`src/rtl/mm_io_pkg.sv`:
```
// Shared register offsets and bit positions for the memory-mapped I/O responder.
package mm_io_pkg;

    localparam logic [2:0] OFF_LED  = 3'd0;
    localparam logic [2:0] OFF_SW   = 3'd1;
    localparam logic [2:0] OFF_TCNT = 3'd2;
    localparam logic [2:0] OFF_TCMP = 3'd3;
    localparam logic [2:0] OFF_TCTL = 3'd4;
    localparam logic [2:0] OFF_TXD  = 3'd5;
    localparam logic [2:0] OFF_TXS  = 3'd6;

    localparam int TCTL_EN  = 0;
    localparam int TCTL_AR  = 1;
    localparam int TCTL_EXP = 2;
    localparam int TCTL_IE  = 3;

    localparam int TXS_EMPTY   = 0;
    localparam int TXS_FULL    = 1;
    localparam int TXS_OVF     = 2;
    localparam int TXS_CNT_LSB = 4;

endpackage

```
`src/rtl/mm_tx_fifo.sv`:
```
// Byte FIFO; a push is visible on dout one cycle later. A push while full is taken only
// if a pop happens in the same cycle, otherwise it is ignored.
module mm_tx_fifo #(
    parameter int DEPTH = 4
) (
    input  logic                         clk,
    input  logic                         rst,
    input  logic                         push,
    input  logic                         pop,
    input  logic [7:0]                   din,
    output logic [7:0]                   dout,
    output logic                         empty,
    output logic                         full,
    output logic [$clog2(DEPTH+1)-1:0]   count
);

    localparam int AW = $clog2(DEPTH);
    localparam int CW = $clog2(DEPTH + 1);

    logic [7:0]    mem_q [DEPTH];
    logic [AW-1:0] wr_ptr_q, rd_ptr_q;
    logic [CW-1:0] count_q;
    logic          do_push, do_pop;

    assign empty   = (count_q == '0);
    assign full    = (count_q == CW'(DEPTH));
    assign count   = count_q;
    assign do_pop  = pop && !empty;
    assign do_push = push && (!full || do_pop);
    // Gate with empty so the output is zero after reset and after draining.
    assign dout    = empty ? 8'h00 : mem_q[rd_ptr_q];

    always_ff @(posedge clk) begin
        if (rst) begin
            wr_ptr_q <= '0;
            rd_ptr_q <= '0;
            count_q  <= '0;
        end else begin
            if (do_push) wr_ptr_q <= wr_ptr_q + AW'(1);
            if (do_pop)  rd_ptr_q <= rd_ptr_q + AW'(1);
            if (do_push && !do_pop)      count_q <= count_q + CW'(1);
            else if (do_pop && !do_push) count_q <= count_q - CW'(1);
        end
    end

    always_ff @(posedge clk) begin
        if (do_push) mem_q[wr_ptr_q] <= din;
    end

endmodule

```
`src/rtl/mm_io_responder.sv`:
```
// CPU-bus register block: LED, switches, timer and TX FIFO. Reads are combinational in the
// mm_re cycle; writes land at the next edge. The TX stream stalls while tx_rdy is low.
module mm_io_responder
    import mm_io_pkg::*;
#(
    parameter logic [15:0] BASE_ADDR  = 16'hC000,
    parameter int          LED_W      = 10,
    parameter int          SW_W       = 10,
    parameter int          FIFO_DEPTH = 4
) (
    input  logic             clk,
    input  logic             rst,
    input  logic             mm_re,
    input  logic             mm_we,
    input  logic [15:0]      addr,
    input  logic [15:0]      wdata,
    output logic [15:0]      rdata,
    input  logic [SW_W-1:0]  sw,
    output logic [LED_W-1:0] ledr,
    output logic [7:0]       tx_data,
    output logic             tx_vld,
    input  logic             tx_rdy,
    output logic             irq
);

    localparam int CW = $clog2(FIFO_DEPTH + 1);

    logic [LED_W-1:0] led_q, led_d;
    logic [SW_W-1:0]  sw_meta_q, sw_sync_q;
    logic [15:0]      tcnt_q, tcnt_d, tcmp_q, tcmp_d;
    logic             en_q, en_d, ar_q, ar_d, ie_q, ie_d, exp_q, exp_d;
    logic             ovf_q, ovf_d;

    logic             hit, wr;
    logic [2:0]       off;
    logic             fifo_empty, fifo_full, fifo_push, fifo_pop;
    logic [CW-1:0]    fifo_count;
    logic [3:0]       cnt4;
    logic [15:0]      status;

    assign hit = (addr[15:3] == BASE_ADDR[15:3]);
    assign off = addr[2:0];
    assign wr  = mm_we && hit;

    assign fifo_push = wr && (off == OFF_TXD);
    assign fifo_pop  = tx_vld && tx_rdy;
    assign tx_vld    = !fifo_empty;
    assign ledr      = led_q;
    assign irq       = exp_q && ie_q;

    mm_tx_fifo #(.DEPTH(FIFO_DEPTH)) u_fifo (
        .clk   (clk),
        .rst   (rst),
        .push  (fifo_push),
        .pop   (fifo_pop),
        .din   (wdata[7:0]),
        .dout  (tx_data),
        .empty (fifo_empty),
        .full  (fifo_full),
        .count (fifo_count)
    );

    always_comb begin
        cnt4   = 4'(fifo_count);
        status = 16'h0000;
        status[TXS_EMPTY] = fifo_empty;
        status[TXS_FULL]  = fifo_full;
        status[TXS_OVF]   = ovf_q;
        status[TXS_CNT_LSB +: 4] = cnt4;
    end

    always_comb begin
        led_d  = led_q;
        tcnt_d = tcnt_q;
        tcmp_d = tcmp_q;
        en_d   = en_q;
        ar_d   = ar_q;
        ie_d   = ie_q;
        exp_d  = exp_q;
        ovf_d  = ovf_q;

        if (wr && off == OFF_LED)  led_d  = wdata[LED_W-1:0];
        if (wr && off == OFF_TCMP) tcmp_d = wdata;
        if (wr && off == OFF_TCTL) begin
            en_d = wdata[TCTL_EN];
            ar_d = wdata[TCTL_AR];
            ie_d = wdata[TCTL_IE];
            if (wdata[TCTL_EXP]) exp_d = 1'b0;
        end

        // Timer after the CPU write so expiry beats a clear, and a CPU enable write beats auto-disable.
        if (en_q) begin
            if (tcnt_q == tcmp_q) begin
                exp_d = 1'b1;
                if (ar_q)                           tcnt_d = 16'h0000;
                else if (!(wr && off == OFF_TCTL))  en_d   = 1'b0;
            end else begin
                tcnt_d = tcnt_q + 16'd1;
            end
        end
        if (wr && off == OFF_TCNT) tcnt_d = wdata;

        if (wr && off == OFF_TXS && wdata[TXS_OVF]) ovf_d = 1'b0;
        if (fifo_push && fifo_full && !fifo_pop)    ovf_d = 1'b1;
    end

    always_ff @(posedge clk) begin
        if (rst) begin
            led_q     <= '0;
            sw_meta_q <= '0;
            sw_sync_q <= '0;
            tcnt_q    <= '0;
            tcmp_q    <= '0;
            en_q      <= 1'b0;
            ar_q      <= 1'b0;
            ie_q      <= 1'b0;
            exp_q     <= 1'b0;
            ovf_q     <= 1'b0;
        end else begin
            led_q     <= led_d;
            sw_meta_q <= sw;
            sw_sync_q <= sw_meta_q;
            tcnt_q    <= tcnt_d;
            tcmp_q    <= tcmp_d;
            en_q      <= en_d;
            ar_q      <= ar_d;
            ie_q      <= ie_d;
            exp_q     <= exp_d;
            ovf_q     <= ovf_d;
        end
    end

    always_comb begin
        rdata = 16'h0000;
        if (mm_re && hit) begin
            case (off)
                OFF_LED:  rdata = 16'(led_q);
                OFF_SW:   rdata = 16'(sw_sync_q);
                OFF_TCNT: rdata = tcnt_q;
                OFF_TCMP: rdata = tcmp_q;
                OFF_TCTL: rdata = {12'h000, ie_q, exp_q, ar_q, en_q};
                OFF_TXD:  rdata = status;
                OFF_TXS:  rdata = status;
                default:  rdata = 16'h0000;
            endcase
        end
    end

endmodule
```
`config.mk`:
```
export PLATFORM = sky130hd
export DESIGN_NAME = mm_io_responder
export DESIGN_NICKNAME = d
export VERILOG_FILES = /design/src/rtl/mm_io_pkg.sv /design/src/rtl/mm_tx_fifo.sv /design/src/rtl/mm_io_responder.sv
export SDC_FILE = /design/constraint.sdc
export NUM_CORES = 1
export LEC_CHECK = 0
export ABC_AREA = 0
export BUFFER_PORTS_ARGS = -buffer_cell sky130_fd_sc_hd__buf_2
export CAP_MARGIN = 20
export CORE_ASPECT_RATIO = 0.75
export CORE_UTILIZATION = 30
export DETAILED_ROUTE_END_ITERATION = 10
export PLACE_DENSITY = 0.48
export SLEW_MARGIN = 25
export SYNTH_ARGS = -nofsm -noshare
export SYNTH_HDL_FRONTEND = slang
export SYNTH_SLANG_ARGS = --single-unit
export TNS_END_PERCENT = 100
```
`constraint.sdc`:
```
create_clock -name clk -period 2.95 [get_ports clk]
set_clock_uncertainty 0.05 [all_clocks]
set_input_delay 0.59 -clock clk [delete_from_list [all_inputs] [get_ports clk]]
set_output_delay 0.59 -clock clk [all_outputs]
set_load 0.01 [all_outputs]
```
==> metrics.txt <==
clock root buffer=clkbuf_16; count of instances resized after the clock tree is built=0; leading area contributor after synthesis=dfxtp_1; Netlist cell types=60; top flip-flop cell by instance count after synthesis=dfxtp_1; number of clock sinks=108; clock transition at the registers of the reported paths=0.08 ns; final non-filler cell area=0.00633 sq mm; Total Nets Final=680; cell count after synthesis=545; DRC violations left=0; number of buffers added for setup after CTS=0; routed wire length per instance=17.6 um; most common cell in the netlist=nand2_1; Pwr per Cell Area=516 mW/mm^2; maximum number of pins on one net before global-route repair=28; final critical path time including I/O delays and setup=2.58 ns; worst slew margin relative to its limit=0.591; post-detailed-route count of antenna-violating nets=0; total count of max-transition violations in the final report=0; total chip power=3.27 mW; number of hold violations in the final report=0; Starting Density=0.312; detail-routed via count per cell=4.99; Boundary Pins=83; initial DRC count=262; arrival time of the worst setup path=1.94 ns; multi-input gate area in the final layout=0.00264 sq mm; Syn Area/Cell=9.79 sq um; cell area after synthesis=0.00534 sq mm; vias in the first global route=4139; Sequential Area=0.00248 sq mm; number of synthesized register bits=108; die height=117 um; Seq/Total Area, Yosys=0.465; H-tree depth reported by CTS=3; Final period util=0.875; Total Negative Setup Slacks=0 ns; largest cells by area after synthesis=dfxtp_1 (29%), edfxtp_1 (18%), mux4_2 (5.9%), nand2_1 (5.6%), a21oi_1 (4.2%); Clk Latency, worst-skew pair=0.35 ns; post-synth net total=599; path type of the worst min-delay path=register to register; number of enable-type register cells in the synthesized netlist=32; buffer levels on the longest clock path=2; 1st-pass router iterations=5; IO buf count=82; Max Freq=387 MHz; leakage power figure=2.42 nW; Global Route Usage Sum=0.169; first-pass GRT wire length=23600 um; list of most frequent post-synthesis cells=nand2_1 (80), dfxtp_1 (76), a21oi_1 (45); Area growth syn-to-layout=18.7%; area post-placement=0.00605 sq mm; share of Yosys cell area claimed by the top area cell type=0.285; run status=completed; Placement Rows=41; Slew @ Worst Pin=0.612 ns; count of yosys warnings during synthesis=0; Worst IR Drop VDD=0.000234 V; core footprint=0.0171 sq mm; die footprint=0.0183 sq mm; clock tree from TritonCTS=built; WS Path Type=input pin to output port; global placement routability congestion=0.851; FF-to-FF path depth=8; crit-path max FO=16; die span in x=156 um; placed wire-length estimate after detailed placement=11200 um; total wire length=15300 um; antenna violations before repair=0; Antenna diodes=0; number of max-capacitance violations reported=0; number of buffers created by CTS=9; instance count along the most critical hold path=1; Setup-failing EPs final=0; CTS Hold Bufs=0; share of post-route cells with drive strength above 1=0.250; kind of end point of the critical path=output port; RSZ-0062 raised after global routing=no; number of inserted filler cells in the final layout=1721; required time at the endpoint of the critical path=2.31 ns; overflow left after global routing=0; fraction of synthesis flops using an asynchronous set or reset pin=0; Via Count=4326; Setup crit start kind=input pin
## critical path, cell delays in order
cell	delay [ns]
buf_2	0.10
nor4b_2	0.30
and4_1	0.27
nand3_1	0.08
buf_4	0.21
nor3b_1	0.21
buf_2	0.17
## report_power, final
group | leakage [nW] | switching [mW] | internal [mW]
Sequential | 0.904 | 0.0556 | 1.56
Clock | 0.134 | 0.591 | 0.605
Combinational | 1.38 | 0.240 | 0.213
## logic make-up after synthesis
family                     synth area share
adders and majority gates            0.0178
buffers and inverters                0.0403
AOI/OAI and AO/OA                     0.122
DFF                                   0.465
xor gates and xnor gates             0.0392
and+or+nand+nor                       0.235
muxes                                0.0800
## final cells by class
class                   count  area share
clock buffers              10      0.0377
clock inverters             6     0.00731
inverters                  10     0.00593
multi-input cells         392       0.416
flip-flops and latches    108       0.392
well taps                 236      0.0466
repair buffers            105      0.0940
## final timing paths
| kind | slack [ns] | endpoint | from |
|---|---|---|---|
| setup / recovery | 0.37 | rdata[7] | addr[10] |
| hold / removal | 0.39 | sw_sync_q[1] | sw_meta_q[1] |
| hold reg to reg | 0.39 | sw_sync_q[1] | sw_meta_q[1] |
| setup reg to reg | 0.47 | u_fifo.count[2] | u_fifo.count[0] |
## stage by stage
step,setup slack (ns),hold WS [ns],util,instances
6_report,0.367,0.386,0.371,867
2_1_floorplan,0.122,0.364,-,545
3_5_place_dp,0.118,0.370,0.354,851
5_1_grt,0.226,0.389,0.371,867
4_1_cts,0.326,0.386,0.371,867
3_3_place_gp,0.170,0.373,0.354,851
## cells in the final DEF (no fill, tap or decap), types with 4 or more instances in the layout
| master | instances |
|---|---|
| a21oi_1 | 45 |
| a221oi_2 | 4 |
| a22oi_1 | 8 |
| a32o_1 | 7 |
| and2_1 | 16 |
| and3_1 | 9 |
| buf_2 | 82 |
| buf_4 | 22 |
| clkbuf_16 | 9 |
| dfxtp_1 | 76 |
| edfxtp_1 | 32 |
| ha_1 | 6 |
| inv_1 | 10 |
| mux2i_1 | 10 |
| mux4_2 | 14 |
| nand2_1 | 80 |
| nand2b_1 | 10 |
| nand3_1 | 24 |
| nand4_1 | 8 |
| nor2_1 | 37 |
| nor2b_1 | 22 |
| nor3_1 | 5 |
| nor3b_1 | 5 |
| nor4_2 | 4 |
| o21ai_0 | 9 |
| or3_1 | 4 |
| xor2_1 | 21 |
## registers in the layout, summed over array words and instances (netlist names), named ones only
register         cells
sw_meta_q           10
u_fifo.rd_ptr_q      2
tcnt_q              16
u_fifo.count         3
ovf_q                1
ie_q                 1
ar_q                 1
sw_sync_q           10
en_q                 1
u_fifo.wr_ptr_q      2
tcmp_q              16
exp_q                1
ledr                10
u_fifo.mem_q        32
## per-layer routing
metal / track usage / vias up / part of all wire
met5: 0 / - / 0
met4: 0.0398 / 0 / 0.012
met3: 0.0313 / 13 / 0.054
met2: 0.253 / 139 / 0.43
met1: 0.250 / 2070 / 0.50
li1: - / 2104 / -
No activity file was read; power rests on OpenSTA's default activity.
